<file path="src/rtl/riscv_pkg.sv">
// Shared RISC-V front-end definitions: datapath width, reset vector, NOP encoding and
// the {pc, instr} fetch packet.
package riscv_pkg;

  localparam int unsigned XLEN = 32;

  localparam logic [XLEN-1:0] RESET_PC_DEFAULT = 32'h0000_0000;
  localparam logic [XLEN-1:0] INSTR_NOP        = 32'h0000_0013;

  typedef struct packed {
    logic [XLEN-1:0] pc;
    logic [XLEN-1:0] instr;
  } fetch_pkt_t;

endpackage

</file>
<file path="src/rtl/sync_fifo.sv">
// Single-clock FIFO with synchronous clear and an occupancy count. DEPTH must be a power of two.
module sync_fifo #(
  parameter int unsigned WIDTH = 32,
  parameter int unsigned DEPTH = 2,
  localparam int unsigned AW = (DEPTH > 1) ? $clog2(DEPTH) : 1,
  localparam int unsigned CW = $clog2(DEPTH + 1)
) (
  input  logic             clk,
  input  logic             rst,
  input  logic             clear,
  input  logic             push,
  input  logic             pop,
  input  logic [WIDTH-1:0] wdata,
  output logic [WIDTH-1:0] rdata,
  output logic             full,
  output logic             empty,
  output logic [CW-1:0]    count
);

  logic [WIDTH-1:0] mem_q [DEPTH];
  logic [AW-1:0]    wr_ptr_q, rd_ptr_q;
  logic [CW-1:0]    count_q;
  logic             do_push, do_pop;

  assign full    = (count_q == CW'(DEPTH));
  assign empty   = (count_q == '0);
  assign count   = count_q;
  assign rdata   = mem_q[rd_ptr_q];
  assign do_pop  = pop && !empty;
  assign do_push = push && (!full || do_pop);

  always_ff @(posedge clk or posedge rst) begin
    if (rst) begin
      wr_ptr_q <= '0;
      rd_ptr_q <= '0;
      count_q  <= '0;
    end else if (clear) begin
      wr_ptr_q <= '0;
      rd_ptr_q <= '0;
      count_q  <= '0;
    end else begin
      if (do_push) wr_ptr_q <= wr_ptr_q + AW'(1);
      if (do_pop)  rd_ptr_q <= rd_ptr_q + AW'(1);
      count_q <= count_q + CW'(do_push) - CW'(do_pop);
    end
  end

  // Storage needs no reset: occupancy alone decides what is visible.
  always_ff @(posedge clk) begin
    if (do_push && !clear) mem_q[wr_ptr_q] <= wdata;
  end

endmodule

</file>
<file path="src/rtl/fetch_unit.sv">
// Instruction fetch stage: credit-limited request issue, in-order response tracking,
// redirect with stale-response discard, and a small instruction buffer feeding IF/ID.
module fetch_unit #(
  parameter int unsigned     XLEN      = riscv_pkg::XLEN,
  parameter logic [XLEN-1:0] RESET_PC  = XLEN'(riscv_pkg::RESET_PC_DEFAULT),
  parameter int unsigned     BUF_DEPTH = 2
) (
  input  logic            clk,
  input  logic            rst,
  input  logic            redirect_valid,
  input  logic [XLEN-1:0] redirect_pc,
  input  logic            stall,
  output logic            imem_req_valid,
  input  logic            imem_req_ready,
  output logic [XLEN-1:0] imem_req_addr,
  input  logic            imem_rsp_valid,
  input  logic [XLEN-1:0] imem_rsp_data,
  output logic            if_valid,
  output logic [XLEN-1:0] if_pc,
  output logic [XLEN-1:0] if_instr,
  output logic            if_flush
);

  localparam int unsigned CW = $clog2(BUF_DEPTH + 1);
  localparam int unsigned DW = CW + 4;

  logic [XLEN-1:0]   pc_q, pc_d;
  logic [DW-1:0]     drop_q, drop_d;
  logic [CW-1:0]     infl_count, buf_count;
  logic [CW:0]       occupancy;
  logic [XLEN-1:0]   infl_head;
  logic [2*XLEN-1:0] buf_head;
  logic              infl_full, infl_empty, buf_full, buf_empty;
  logic              req_fire, drop_active, rsp_keep, buf_pop;
  logic              unused_flags;

  assign occupancy   = {1'b0, infl_count} + {1'b0, buf_count};
  assign imem_req_valid = !rst && !redirect_valid && (occupancy < (CW + 1)'(BUF_DEPTH));
  assign imem_req_addr  = pc_q;
  assign req_fire    = imem_req_valid && imem_req_ready;

  // Responses already owed to a squashed stream are swallowed before any new one is kept.
  assign drop_active = (drop_q != '0);
  assign rsp_keep    = imem_rsp_valid && !drop_active && !redirect_valid;

  assign if_valid = !redirect_valid && !buf_empty;
  assign buf_pop  = if_valid && !stall;
  assign if_flush = redirect_valid && !rst;
  assign {if_pc, if_instr} = buf_empty ? '0 : buf_head;

  assign unused_flags = ^{infl_full, infl_empty, buf_full};

  always_comb begin
    pc_d   = pc_q;
    drop_d = drop_q;
    if (redirect_valid) begin
      pc_d   = {redirect_pc[XLEN-1:2], 2'b00};
      drop_d = drop_q + DW'(infl_count) - DW'(imem_rsp_valid);
    end else begin
      if (req_fire) pc_d = pc_q + XLEN'(4);
      if (imem_rsp_valid && drop_active) drop_d = drop_q - DW'(1);
    end
  end

  always_ff @(posedge clk or posedge rst) begin
    if (rst) begin
      pc_q   <= RESET_PC;
      drop_q <= '0;
    end else begin
      pc_q   <= pc_d;
      drop_q <= drop_d;
    end
  end

  sync_fifo #(
    .WIDTH (XLEN),
    .DEPTH (BUF_DEPTH)
  ) u_infl_fifo (
    .clk   (clk),
    .rst   (rst),
    .clear (redirect_valid),
    .push  (req_fire),
    .pop   (rsp_keep),
    .wdata (pc_q),
    .rdata (infl_head),
    .full  (infl_full),
    .empty (infl_empty),
    .count (infl_count)
  );

  sync_fifo #(
    .WIDTH (2 * XLEN),
    .DEPTH (BUF_DEPTH)
  ) u_ibuf_fifo (
    .clk   (clk),
    .rst   (rst),
    .clear (redirect_valid),
    .push  (rsp_keep),
    .pop   (buf_pop),
    .wdata ({infl_head, imem_rsp_data}),
    .rdata (buf_head),
    .full  (buf_full),
    .empty (buf_empty),
    .count (buf_count)
  );

endmodule

</file>
<file path="config.mk">
export PLATFORM = sky130hd
export DESIGN_NAME = fetch_unit
export DESIGN_NICKNAME = d
export VERILOG_FILES = /design/src/rtl/riscv_pkg.sv /design/src/rtl/sync_fifo.sv /design/src/rtl/fetch_unit.sv
export SDC_FILE = /design/constraint.sdc
export NUM_CORES = 1
export LEC_CHECK = 0
export CELL_PAD_IN_SITES_DETAIL_PLACEMENT = 0
export CELL_PAD_IN_SITES_GLOBAL_PLACEMENT = 1
export CORE_AREA = 2 2 184 186
export DETAILED_ROUTE_END_ITERATION = 8
export DIE_AREA = 0 0 186 188
export GPL_TIMING_DRIVEN = 0
export HOLD_SLACK_MARGIN = 0.05
export PLACE_DENSITY_LB_ADDON = 0.3
export SLEW_MARGIN = 30
export SYNTH_ARGS = -nofsm -noshare
export SYNTH_HDL_FRONTEND = slang
export SYNTH_SLANG_ARGS = --single-unit
</file>
<file path="constraint.sdc">
create_clock -name clk -period 4.5 [get_ports clk]
set_input_delay 0.9 -clock clk [delete_from_list [all_inputs] [get_ports clk]]
set_output_delay 0.9 -clock clk [all_outputs]
set_load 0.02 [all_outputs]
</file>
# Yosys cells after proc, flatten, opt, wreduce, memory -nomap -nowiden
# Memory sizes are Yosys's and may differ from the RTL's.
# Index checks and enable logic that the tools add are counted.
# word_totals
ff_bits	46
latchBits	0
mem_bits_rw	192
romBits	0
inputBits	70
output_inout_bits	99
elab_cells	79
mem_count	2
# mem_list
name	depth	width	read_ports	rd_clocked_by_memory_dff	wr	line_no	source
u_ibuf_fifo.mem_q	2	64	1	0	1	sync_fifo.sv:20	logic [WIDTH-1:0] mem_q [DEPTH];
u_infl_fifo.mem_q	2	32	1	0	1	sync_fifo.sv:20	
# classes
n_addsub	13
mul	0
n_div	0
magnitude_cmp	1
eq_ne	2
shifts	0
muxes	19
n_bitwise	0
reduce_logical	34
# op_table
cell	n
2-to-1 mux 32 bit	2
2-to-1 mux 64 bit	1
adder 32 x 3 -> 32 bit, second input constant	1
logical AND 1 bit	15
2-to-1 mux 1 bit	12
2-to-1 mux 6 bit	2
nonzero test 2 bit	6
logical NOT 1 bit	8
adder 6 x 2 -> 6 bit	1
nonzero test 6 bit	1
subtractor 6 x 1 -> 6 bit	1
subtractor 6 x 1 -> 6 bit, second input constant	1
adder 1 bit, second input constant	4
adder 2 x 1 -> 2 bit	2
equality test 2 bit, second input constant	2
logical NOT 2 bit	2
2-to-1 mux 2 bit	2
subtractor 2 x 1 -> 2 bit	2
adder 2 x 2 -> 3 bit	1
< comparator 3 x 2 -> 1 bit, second input constant	1
logical OR 1 bit	2

# Depth between registers and ports, before layout
# Gate-level depths: netlist of the first run.
# depth
word_depth	10
mapped_depth	11
mapped_depth_nobuf	10

# By module
# A second synthesis of the first run with hierarchy kept.
# unflattened
cells_unflattened	724
area_unflattened_um2	10391.2
# modules_own_cells
mod	n_inst	cells_per_inst	area_per_inst_um2	seq_area_each_um2
sync_fifo (u_ibuf_fifo)	1	229	4887.2	3943.8
fetch_unit	1	365	2937.8	900.9
sync_fifo (u_infl_fifo)	1	130	2566.2	2021.9

# Least setup slack after synthesis of the first run
# OpenSTA, ideal clock, no wires.
# synth_timing
path_type	input to register
start	in imem_rsp_valid
end	mem u_ibuf_fifo.mem_q[0][0] in the netlist's numbering (enable)
setup_ns	0.491
arrival_time_ns	4.295
t_required_ns	4.009
setup_slack_ns	-0.286
cell_stages	3
n_path_buf	0
cell_sequence	nand4_1 > a311oi_1 > nor2b_1
# synth_between
elab_chain_len	6
# synth_rtl
item	line_no	source
from (decl)	fetch_unit.sv:16	input logic imem_rsp_valid,
logical AND 1 bit (2 in a row)	fetch_unit.sv:44	assign rsp_keep = imem_rsp_valid && !drop_active && !redirect_valid;
logical AND 1 bit	sync_fifo.sv:30	assign do_push = push && (!full || do_pop);
logical AND 1 bit	sync_fifo.sv:50	if (do_push && !clear) mem_q[wr_ptr_q] <= wdata;
2-to-1 mux 1 bit	sync_fifo.sv:50	
2-to-1 mux 1 bit (not written as such)	sync_fifo.sv:50	
to (decl)	sync_fifo.sv:20	
# No other way between the ends.

# Worst setup path after layout of the first run
# layout_timing
start	in redirect_valid
end	out if_valid
# layout_between
elab_chain_len	2
# layout_rtl
item	line_no	source
from (decl)	fetch_unit.sv:10	input logic redirect_valid,
logical NOT 1 bit	fetch_unit.sv:46	assign if_valid = !redirect_valid && !buf_empty;
logical AND 1 bit	fetch_unit.sv:46	
to (decl)	fetch_unit.sv:18	output logic if_valid,
# No other way between the ends.

==> implementation parameters, run 1 <==
Parameter                              Value

Layout
  Share of layout cells above drive strength 1 ... 0.104
  Summed area of non-filler cells in the final layout ... 13,000 µm²
  Storage element area ... 6630 µm²
  Final net count ... 993
  Layout Area Growth over Synthesis ... 32.8%
  Fillers ... 3,136
  Combined area of the multi-input logic cells ... 2960 µm²
  Total inserted antenna cells ... 0

Synth
  Share of synthesized flip-flops with an asynchronous set or reset ... 0.193
  Summed instance area of the synthesized netlist ... 9790 µm²
  Cells after Synth ... 703
  Synthesis-stage register bit count ... 228
  Dominant register cell in the synthesized netlist ... edfxtp_1
  Synthesized area per cell ... 13.9 µm²
  Count of synthesis-stage warnings from yosys ... 0
  Proportion of synthesized chip area in sequential cells ... 0.677
  Post-synth EDFFs ... 184
  Number of distinct standard cells referenced by the synthesized netlist ... 54

Critical path
  Worst Path Max Fanout ... 10
  Sort of element at the end of the critical path ... output port
  Worst EP required ... 3.60 ns
  Worst setup path class ... primary input to output port
  Worst path max stage delay ... 0.64 ns
  Launch point of the worst path ... redirect_valid
  CP arrival ... 3.39 ns
  Startpoint of the worst-slack reg-to-reg timing path ... u_infl_fifo.count[0]
  Worst-path cell with the longest stage delay ... clkdlybuf4s50_1
  Cell chain of the critical path ... clkdlybuf4s50_1 -> clkbuf_1 -> clkbuf_2 -> clkbuf_2 -> nor2_1 -> clkdlybuf4s50_1
  Stages on worst setup path ... 6
  Buf/Inv on CP ... 5
  Worst Reg-to-Reg Cells ... 10
  Category of cells accounting for the largest share of critical-path delay ... buffers and inverters
  Sort of element at the start of the critical path ... primary input

STA
  Slew @ Worst Pin ... 1.11 ns
  Peak clock frequency supported by timing ... 0.233 GHz
  Final count of pins violating max slew ... 0
  RSZ-0062 raised after global routing ... no
  Worst hold margin ... 0.532 ns
  Minimum clock period ... 4.29 ns
  Setup slack after layout ... 0.215 ns
  Worst clock skew ... 0.0139 ns
  Number of hold violations in the final report ... 0
  Final setup TNS ... 0 ns
  Rel. slew slack ... 0.250
  Finish-stage setup viols ... 0
  Period utilisation layout ... 0.952

Power and ir drop
  Clock network power share ... 0.379
  Fraction of power consumed by sequential logic ... 0.466
  Total power ... 5.30 mW
  Switching Share ... 0.258
  Largest vdd supply drop ... 0.248 mV
  Pwr Density ... 408 nW/µm²
  Combinational group share of total power ... 0.155
  Sw power ... 1.37 mW
  Cell leakage power ... 4.38 nW
  Design internal power ... 3.93 mW

Global routing
  Via count of the first global-routing pass ... 6,211
  Overflow left after global routing ... 0
  Pin count of the biggest net entering global routing ... 45
  Global-route wire length before repair ... 37,200 µm
  GRT Resource Usage Total ... 0.140
  Initial antenna violation count ... 1

CTS
  Source-to-sink clock delay at the later pin of the worst-skew pair ... 0.52 ns
  Clock Path Buffers ... 3
  Clock Root Buffer ... clkbuf_16
  Deepest level of the CTS H-tree ... 1
  Number of clock sinks ... 228
  Number of CTS-inserted buffers ... 26
  TritonCTS clock tree ... built
  Clock transition time at the flip-flop clock pins of the worst setup and hold paths ... 0.06 ns
  Buffer count from post-CTS setup fixing ... 0

Detailed routing
  Detailed-routing iteration count for the pre-antenna-repair pass ... 4
  Detailed Route Iter0 Violations ... 345
  Via density per instance ... 4.59
  Average wire per cell in the routed design ... 18.2 µm
  Routed vias ... 6,299
  Total length of routed wires ... 25,000 µm
  Remaining antenna violation count ... 0
  DRC viols ... 0

Place
  Placed wire-length estimate after detailed placement ... 17,700 µm
  Placed inst area ... 12,200 µm²
  Placement-stage worst setup slack ... -0.248 ns
  RD Place Congestion ... 0.791
  Count of input and output buffers ... 162

Die
  Initial Util ... 0.296
  Core region area ... 33,100 µm²
  I/O pins ... 169
  Die span in y ... 188 µm
  Die area ... 35,000 µm²
  Die width ... 186 µm
  Number of placement rows ... 67

Worst hold path
  Worst min path class ... register to register
  Startpoint of the tightest hold check path ... imem_req_addr[13]
  Worst Hold Path Cells ... 0

Flow run
  Max-cap violations ... 0

Run status
  Outcome ... finished, final reports clean
state kept, by name, indices dropped and copies added, names as in the netlist:
register and count:
u_ibuf_fifo.rd_ptr_q 1, u_infl_fifo.count 2, imem_req_addr 30, u_infl_fifo.rd_ptr_q 1
u_ibuf_fifo.count 2, u_infl_fifo.wr_ptr_q 1, drop_q 6, u_infl_fifo.mem_q 60
u_ibuf_fifo.mem_q 124, u_ibuf_fifo.wr_ptr_q 1
stage by stage:
step / cells / util
after floorplan: 706 / -
final: 1372 / 0.392
after global placement: 1316 / 0.362
after global routing: 1372 / 0.392
after detailed placement: 1324 / 0.368
after CTS: 1372 / 0.392
cell families after synthesis:
kind of cell / share of synthesized area
XOR/XNOR: 0.0107
buffers and inverters: 0.0239
AO/OA/AOI/OAI: 0.0514
flip-flops: 0.677
AND/OR/NAND/NOR: 0.107
other: 0.000383
adder cells (fa/ha/maj): 0.0258
multiplexers: 0.104
cells in the final DEF, fill, tap and decap left out, types with 7 or more instances in the layout:
cell type        instances
xnor2_1                  8
clkdlybuf4s50_1        162
edfxtp_1               184
o21ai_0                 29
a221o_1                  7
inv_1                   21
nand3_1                 23
clkbuf_16               27
clkinv_1                 7
ha_1                    17
a21oi_1                 10
nor2_1                  86
mux2_2                  30
nand4_1                 10
buf_1                   10
mux2i_1                 68
o211ai_1                 7
dfrtp_1                 44
nand2_1                 35
nor3_1                  10
clkbuf_1                22
power by group through the flow:
stage	clock [mW]	combinational (mW)	sequential (mW)
2_1_floorplan	0	0.484	2.51
3_3_place_gp	0	0.804	2.51
3_5_place_dp	0	0.822	2.52
4_1_cts	2.06	0.827	2.47
5_1_grt	2.15	0.910	2.48
6_report	2.01	0.821	2.47
path summary, 6_finish.rpt:
path	slack [ns]	end
min in group asynchronous	0.93	imem_req_addr[8]
max reg2reg	1.17	u_infl_fifo.mem_q[1][9]
max	0.21	if_valid
max in group asynchronous	3.15	imem_req_addr[25]
min reg2reg	0.53	u_infl_fifo.mem_q[0][13]
min	0.53	u_infl_fifo.mem_q[0][13]
cell type report:
| cell class | instances | share of cell area |
|---|---|---|
| Timing Repair Buffer | 170 | 0.138 |
| Buffer | 34 | 0.0116 |
| Sequential cell | 228 | 0.510 |
| Tap cell | 448 | 0.0431 |
| Clock buffer | 35 | 0.0558 |
| Inverter | 23 | 0.00684 |
| Clock inverter | 13 | 0.00674 |
| Multi-Input combinational cell | 421 | 0.228 |
cell usage after synthesis, drive strengths merged, types with 2 or more instances:
library cell,number,area share
edfxtp,184,0.56
nor2,89,0.035
mux2i,68,0.070
dfrtp,44,0.11
nand2,36,0.014
mux2,30,0.035
o21ai,29,0.015
nand3,25,0.014
inv,23,0.0088
clkbuf,18,0.0069
ha,17,0.022
buf,16,0.0082
a21oi,10,0.0051
nand4,10,0.0064
nor3,10,0.0051
nor4,8,0.0088
xnor2,8,0.0072
a221o,7,0.0072
nor2b,7,0.0045
o211ai,7,0.0054
nand3b,6,0.0046
o311ai,6,0.0054
and2,4,0.0026
or3,4,0.0026
xor2,4,0.0036
a21o,3,0.0023
a32oi,3,0.0027
and3,3,0.0019
nand2b,3,0.0019
a21boi,2,0.0015
a31oi,2,0.0013
fa,2,0.0041
nor3b,2,0.0015
o31ai,2,0.0015
or2,2,0.0013
repair_timing:
action                                  CTS  global route
gates resized for setup                   2             0
hold buffers                              0             0
endpoints found under the setup margin    1             0
per-layer routing:
metal / part of all wire / routed length (µm) / vias up / track usage
li1: - / - / 3017 / -
met1: 0.44 / 10900 / 3086 / 0.181
met2: 0.48 / 11900 / 165 / 0.235
met3: 0.070 / 1750 / 29 / 0.0353
met4: 0.015 / 386 / 2 / 0.0321
met5: 0.00052 / 13 / - / 0
Note: power is estimated with default switching activity, not from simulation.
==> run 2: changes to the inputs <==
- CORE_AREA: 2 2 184 186 -> 2 2 162 164
- DIE_AREA: 0 0 186 188 -> 0 0 164 166
==> run 2 against run 1 <==
  * Via count is 0.24% higher
  * Largest cell class unchanged
  * Clock skew is 0.0019 ns higher
  * Clock power hardly changed
  * Worst setup slack worse by 0.046 ns
  * Combinational power hardly changed
  * Maximum frequency is 1.1% lower
  * Sequential share of layout area is 0.62 points higher
  * Critical path depth is 1 lower
  * Largest power group unchanged
==> implementation parameters, run 2 (synthesized netlist as in run 1, its figures left out) <==
Parameter                              Value

Layout
  Most frequent standard cell in the layout excluding fill and tap cells ... edfxtp_1
  Share of layout cells above drive strength 1 ... 0.106 (+0.00200)
  Final net count ... 989 (-0.40%)
  Flip-flop count of the largest register after layout ... 124 (unchanged)
  Storage element area ... 6630 µm² (unchanged)
  Commonest cells after routing, fill and taps aside ... edfxtp_1 (184), clkdlybuf4s50_1 (162), nor2_1 (86)
  Final Instance Count excl. Fillers ... 1,251 (-8.8%)
  Combined area of the multi-input logic cells ... 2970 µm² (+0.21%)
  Layout Area Growth over Synthesis ... 31.2%
  Fillers ... 2,236 (-29%)
  Final core occ ... 0.501 (+0.109)
  Total inserted antenna cells ... 0 (unchanged)
  Largest register by flop count ... u_ibuf_fifo.mem_q

STA
  Worst clock skew ... 0.0158 ns (+0.00186 ns)
  Rel. slew slack ... 0.428 (+0.177)
  RSZ-0062 raised after global routing ... no
  Final count of pins violating max slew ... 0 (unchanged)
  Peak clock frequency supported by timing ... 0.231 GHz (-1.1%)
  Minimum clock period ... 4.33 ns (+0.0455 ns)
  Finish-stage setup viols ... 0 (unchanged)
  Period utilisation layout ... 0.962 (+0.0101)
  Slew @ Worst Pin ... 0.858 ns (-0.256 ns)
  Number of hold violations in the final report ... 0 (unchanged)

CTS
  Number of CTS-inserted buffers ... 25 (-3.8%)
  Number of clock sinks ... 228 (unchanged)
  TritonCTS clock tree ... built
  Clock Root Buffer ... clkbuf_16
  Clock Path Buffers ... 3 (unchanged)
  Source-to-sink clock delay at the later pin of the worst-skew pair ... 0.52 ns (about the same)
  Deepest level of the CTS H-tree ... 1 (unchanged)
  Clock transition time at the flip-flop clock pins of the worst setup and hold paths ... 0.06 ns (about the same)

Critical path
  Cell chain of the critical path ... clkdlybuf4s50_1 -> clkbuf_1 -> clkbuf_1 -> nor2b_1 -> clkdlybuf4s50_1
  Worst setup path class ... primary input to output port
  CP arrival ... 3.43 ns (+0.04 ns)
  Sort of element at the end of the critical path ... output port
  Worst path max stage delay ... 0.65 ns (about the same)
  Worst Path Max Fanout ... 10 (unchanged)
  Worst EP required ... 3.60 ns (about the same)
  Worst-path cell with the longest stage delay ... clkdlybuf4s50_1
  Sort of element at the start of the critical path ... primary input

Global routing
  Global-route wire length before repair ... 35,300 µm (-5.2%)
  Initial antenna violation count ... 0 (-1)
  Via count of the first global-routing pass ... 6,195 (-0.26%)
  Overflow left after global routing ... 0 (unchanged)
  Pin count of the biggest net entering global routing ... 45 (unchanged)
  GRT Resource Usage Total ... 0.168 (+0.0275)

Power and ir drop
  Switching Share ... 0.250 (-0.00775)
  Cell leakage power ... 4.37 nW (-0.11%)
  Fraction of power consumed by sequential logic ... 0.467 (about the same)
  Pwr Density ... 412 nW/µm² (+1.1%)
  Design internal power ... 3.97 mW (+0.94%)
  Largest vdd supply drop ... 0.264 mV (+6.4%)
  Combinational group share of total power ... 0.155 (about the same)
  Sw power ... 1.32 mW (-3.1%)
  Clock network power share ... 0.378 (about the same)

Die
  Initial Util ... 0.382 (+0.0865)
  Die span in y ... 166 µm (-12%)
  Die width ... 164 µm (-12%)
  Die area ... 27,200 µm² (-22%)
  Number of placement rows ... 59 (-12%)
  I/O pins ... 169 (unchanged)
  Core region area ... 25,600 µm² (-23%)

Place
  Number of placed instances, taps included ... 1,209 (-8.7%)
  RD Place Congestion ... 0.804 (+1.6%)
  Placed wire-length estimate after detailed placement ... 16,100 µm (-8.8%)
  Count of input and output buffers ... 162 (unchanged)

Detailed routing
  Detailed-routing iteration count for the pre-antenna-repair pass ... 6 (+2)
  DRC viols ... 0 (unchanged)
  Routed vias ... 6,314 (+0.24%)
  Via density per instance ... 5.05 (+9.9%)
  Detailed Route Iter0 Violations ... 291 (-16%)
  Remaining antenna violation count ... 0 (unchanged)
  Total length of routed wires ... 23,000 µm (-8.1%)
  Average wire per cell in the routed design ... 18.4 µm (+0.84%)

Worst hold path
  Worst min path class ... register to register

Flow run
  Max-cap violations ... 0 (unchanged)

Run status
  Outcome ... finished, final reports clean
## run 2: cell types whose count changed in the layout (fill, tap and decap cells not counted), moves of 2 or more
| cell | change |
|---|---|
| clkinv_1 | -5 |
| buf_8 | -4 |
| clkbuf_1 | -3 |
| clkinv_2 | +3 |
| bufinv_16 | +2 |
| clkbuf_16 | -2 |
## run 2: power groups by stage
stage                     registers, mW  logic [mW]  clock network [mW]
final                              2.47       0.820                2.00
after detailed placement           2.51       0.816                   0
after CTS                          2.47       0.825                2.05
after global routing               2.48       0.913                2.13
after floorplan                    2.51       0.484                   0
after global placement             2.51       0.798                   0
## run 2: worst max-delay path: cells and delay by family
| family | cells | cell delay, ns |
|---|---|---|
| buf+inv | 4 | 2.30 |
| simple gates | 1 | 0.22 |
## run 2: layer usage
layer,up-vias,part of all wire,global-route usage
met5,-,0,0
met4,0,0.020,0.0412
met3,34,0.065,0.0330
met2,184,0.49,0.286
met1,3100,0.42,0.220
li1,2996,-,-
## run 2: per-stage QoR
step	total power, mW	worst slack [ns]	area [µm²]	TNS, ns	hold WS (ns)
after floorplan	3.00	0.885	9800	0	0.532
after global placement	3.31	-1.09	11800	-163.99	0.497
after detailed placement	3.33	-0.178	12000	-0.178	0.508
after CTS	5.34	0.0339	12800	0	0.528
after global routing	5.52	0.0780	12800	0	0.560
final	5.29	0.169	12800	0	0.529
## run 2: repair_timing
item / 4_1_cts / 5_1_grt
setup buffers: 0 / 0
setup endpoints to repair: 1 / 1
gates resized for setup: 1 / 0
hold buffers: 0 / 0
## run 2: final cells by class
class / count / share of cell area
Clock inverter: 13 / 0.0113
Sequential cell: 228 / 0.516
Inverter: 23 / 0.00692
Multi-Input combinational cell: 421 / 0.231
Buffer: 33 / 0.0113
Tap cell: 335 / 0.0327
Timing Repair Buffer: 168 / 0.139
Clock buffer: 30 / 0.0518
## run 2: path summary, 6_finish.rpt
path | cells after the start | slack (ns) | from | endpoint
worst max-delay path | 5 | 0.17 | redirect_valid | if_flush
worst min-delay path | 0 | 0.53 | imem_req_addr[13] | u_infl_fifo.mem_q[0][13]
worst max register to register | 9 | 1.20 | u_infl_fifo.count[0] | u_infl_fifo.mem_q[0][16]
worst min register to register | 0 | 0.53 | imem_req_addr[13] | u_infl_fifo.mem_q[0][13]
max in group asynchronous | 2 | 3.13 | rst | imem_req_addr[29]
min in group asynchronous | 2 | 0.92 | rst | u_ibuf_fifo.wr_ptr_q
==> run 3: changes to the inputs <==
- CTS_CLUSTER_SIZE: not set -> 20
- clock period: 4.5 -> 3.6 ns (I/O delays scaled with it)
==> run 3 against run 2 <==
  * Global-route usage about the same
  * Largest power group unchanged
  * Sequential power is 25% higher
  * Core utilization about the same
  * Clock power increased by 21%
==> implementation parameters, run 3 (synthesized netlist as in run 1, its figures left out) <==
Parameter                              Value

Detailed routing
  Total length of routed wires ... 22,900 µm (-0.10%)
  Detailed Route Iter0 Violations ... 340 (+17%)
  Routed vias ... 6,346 (+0.51%)
  Average wire per cell in the routed design ... 18.3 µm (-0.10%)
  DRC viols ... 0 (unchanged)
  Remaining antenna violation count ... 0 (unchanged)
  Detailed-routing iteration count for the pre-antenna-repair pass ... 5 (-1)
  Via density per instance ... 5.07 (+0.51%)

Place
  Count of input and output buffers ... 162 (unchanged)
  Placed wire-length estimate after detailed placement ... 16,100 µm (unchanged)
  RD Place Congestion ... 0.804 (unchanged)
  Placement-stage worst setup slack ... -0.718 ns (-0.540 ns)
  Number of placed instances, taps included ... 1,209 (unchanged)
  Placed inst area ... 12,000 µm² (unchanged)

Critical path
  Worst Path Max Fanout ... 10 (unchanged)
  Register-to-register path setup slack ... 0.27 ns (-0.93 ns)
  Category of cells accounting for the largest share of critical-path delay ... buffers and inverters
  Worst path max stage delay ... 0.66 ns (about the same)
  Library cell appearing most often on the critical path ... clkdlybuf4s50_1
  Worst setup path class ... primary input to output port
  Sort of element at the start of the critical path ... primary input
  Sort of element at the end of the critical path ... output port
  Worst EP required ... 2.88 ns (-0.72 ns)
  CP arrival ... 2.80 ns (-0.63 ns)
  Cell chain of the critical path ... clkdlybuf4s50_1 -> clkbuf_2 -> clkbuf_4 -> nor2b_1 -> clkdlybuf4s50_1
  Worst-path cell with the longest stage delay ... clkdlybuf4s50_1
  Buf/Inv on CP ... 4 (unchanged)

Die
  Die width ... 164 µm (unchanged)
  Core region area ... 25,600 µm² (unchanged)
  Number of placement rows ... 59 (unchanged)
  Die span in y ... 166 µm (unchanged)
  Die area ... 27,200 µm² (unchanged)
  I/O pins ... 169 (unchanged)
  Initial Util ... 0.382 (unchanged)

CTS
  Source-to-sink clock delay at the later pin of the worst-skew pair ... 0.51 ns (about the same)
  Clock Path Buffers ... 3 (unchanged)
  Clock transition time at the flip-flop clock pins of the worst setup and hold paths ... 0.06 ns (about the same)
  Clock Root Buffer ... clkbuf_16
  TritonCTS clock tree ... built
  Deepest level of the CTS H-tree ... 1 (unchanged)
  Number of CTS-inserted buffers ... 25 (unchanged)
  Number of clock sinks ... 228 (unchanged)

Layout
  Final Instance Count excl. Fillers ... 1,251 (unchanged)
  Layout Area Growth over Synthesis ... 31.1% (about the same)
  Total inserted antenna cells ... 0 (unchanged)
  Share of layout cells above drive strength 1 ... 0.119 (+0.0131)
  Summed area of non-filler cells in the final layout ... 12,800 µm² (about the same)
  Largest register by flop count ... u_ibuf_fifo.mem_q
  Flip-flop count of the largest register after layout ... 124 (unchanged)
  Final net count ... 989 (unchanged)
  Storage element area ... 6630 µm² (unchanged)
  Final core occ ... 0.501 (about the same)
  Fillers ... 2,247 (+0.49%)
  Most frequent standard cell in the layout excluding fill and tap cells ... edfxtp_1
  Combined area of the multi-input logic cells ... 2970 µm² (unchanged)
  Commonest cells after routing, fill and taps aside ... edfxtp_1 (184), clkdlybuf4s50_1 (161), nor2_1 (86)

Worst hold path
  Worst min path class ... register to register

Power and ir drop
  Pwr Density ... 510 nW/µm² (+24%)
  Cell leakage power ... 4.41 nW (+0.80%)
  Total power ... 6.55 mW (+24%)
  Largest vdd supply drop ... 0.285 mV (+8.0%)

STA
  Rel. slew slack ... 0.415 (-0.0127)
  Worst clock skew ... 0.0137 ns (-0.00212 ns)
  Period utilisation layout ... 0.977
  RSZ-0062 raised after global routing ... no
  Finish-stage setup viols ... 0 (unchanged)
  Final count of pins violating max slew ... 0 (unchanged)
  Peak clock frequency supported by timing ... 0.284 GHz
  Setup slack after layout ... 0.0811 ns (-0.0883 ns)
  Minimum clock period ... 3.52 ns
  Number of hold violations in the final report ... 0 (unchanged)
  Slew @ Worst Pin ... 0.870 ns (+0.0118 ns)

Global routing
  Global-route wire length before repair ... 35,300 µm (about the same)
  Pin count of the biggest net entering global routing ... 45 (unchanged)
  Via count of the first global-routing pass ... 6,221 (+0.42%)
  GRT Resource Usage Total ... 0.168 (about the same)
  Initial antenna violation count ... 0 (unchanged)
  Overflow left after global routing ... 0 (unchanged)

Flow run
  Max-cap violations ... 0 (unchanged)

Run status
  Outcome ... finished, final reports clean
## run 3: changes by cell type in the layout (fill, tap and decap cells not counted), sizes merged
cell and change:
bufinv -1, clkdlybuf4s50 -1, clkbuf +1, buf -1, dlygate4sd2 +1, clkinv +1
## run 3: worst register-to-register path: stages, from the launching register on
cell,delay (ns)
dfrtp_1,0.40
inv_1,0.12
nor2_1,0.13
fa_1,0.42
or4_1,0.47
buf_4,0.19
nor2_4,0.28
o31ai_1,0.26
nor2_4,0.52
buf_16,0.24
## run 3: final cells by class
class | count | share of cell area
flip-flops and latches | 228 | 0.516
multi-input cells | 421 | 0.231
repair buffers | 168 | 0.139
clock buffers | 30 | 0.0518
well taps | 335 | 0.0327
plain buffers | 33 | 0.0131
clock inverters | 13 | 0.00936
inverters | 23 | 0.00692
## run 3: routing by layer
metal	track usage	routed length [µm]
met1	0.217	9650
met2	0.286	11200
met3	0.0347	1540
met4	0.0450	549
met5	0	0
## run 3: report_power, final
part | leakage (nW) | switching [mW] | internal, mW | total (mW)
Combinational | 1.81 | 0.555 | 0.472 | 1.03
Clock | 0.394 | 0.979 | 1.45 | 2.43
Sequential | 2.21 | 0.119 | 2.97 | 3.09
Total | 4.41 | 1.65 | 4.89 | 6.55
## run 3: timing repair
action                     CTS  global route
setup endpoints to repair   62            18
cloned                       0             0
setup buffers                0             0
hold buffers                 0             0
gates resized for setup     14             5
## run 3: per-stage QoR
| step | TNS (ns) | hold WS [ns] |
|---|---|---|
| 6_report | 0 | 0.528 |
| 2_1_floorplan | -0.0740 | 0.532 |
| 3_5_place_dp | -4.32 | 0.508 |
| 4_1_cts | 0 | 0.528 |
| 5_1_grt | 0 | 0.560 |
| 3_3_place_gp | -299.56 | 0.497 |
## run 3: final timing paths
| check | to | cells past startpoint | start |
|---|---|---|---|
| min | u_infl_fifo.mem_q[1][13] | 0 | imem_req_addr[13] |
| max reg2reg | u_infl_fifo.mem_q[0][16] | 9 | u_infl_fifo.count[0] |
| min in group asynchronous | u_ibuf_fifo.wr_ptr_q | 2 | rst |
| min reg2reg | u_infl_fifo.mem_q[1][13] | 0 | imem_req_addr[13] |
| max | if_flush | 5 | redirect_valid |
| max in group asynchronous | imem_req_addr[7] | 2 | rst |
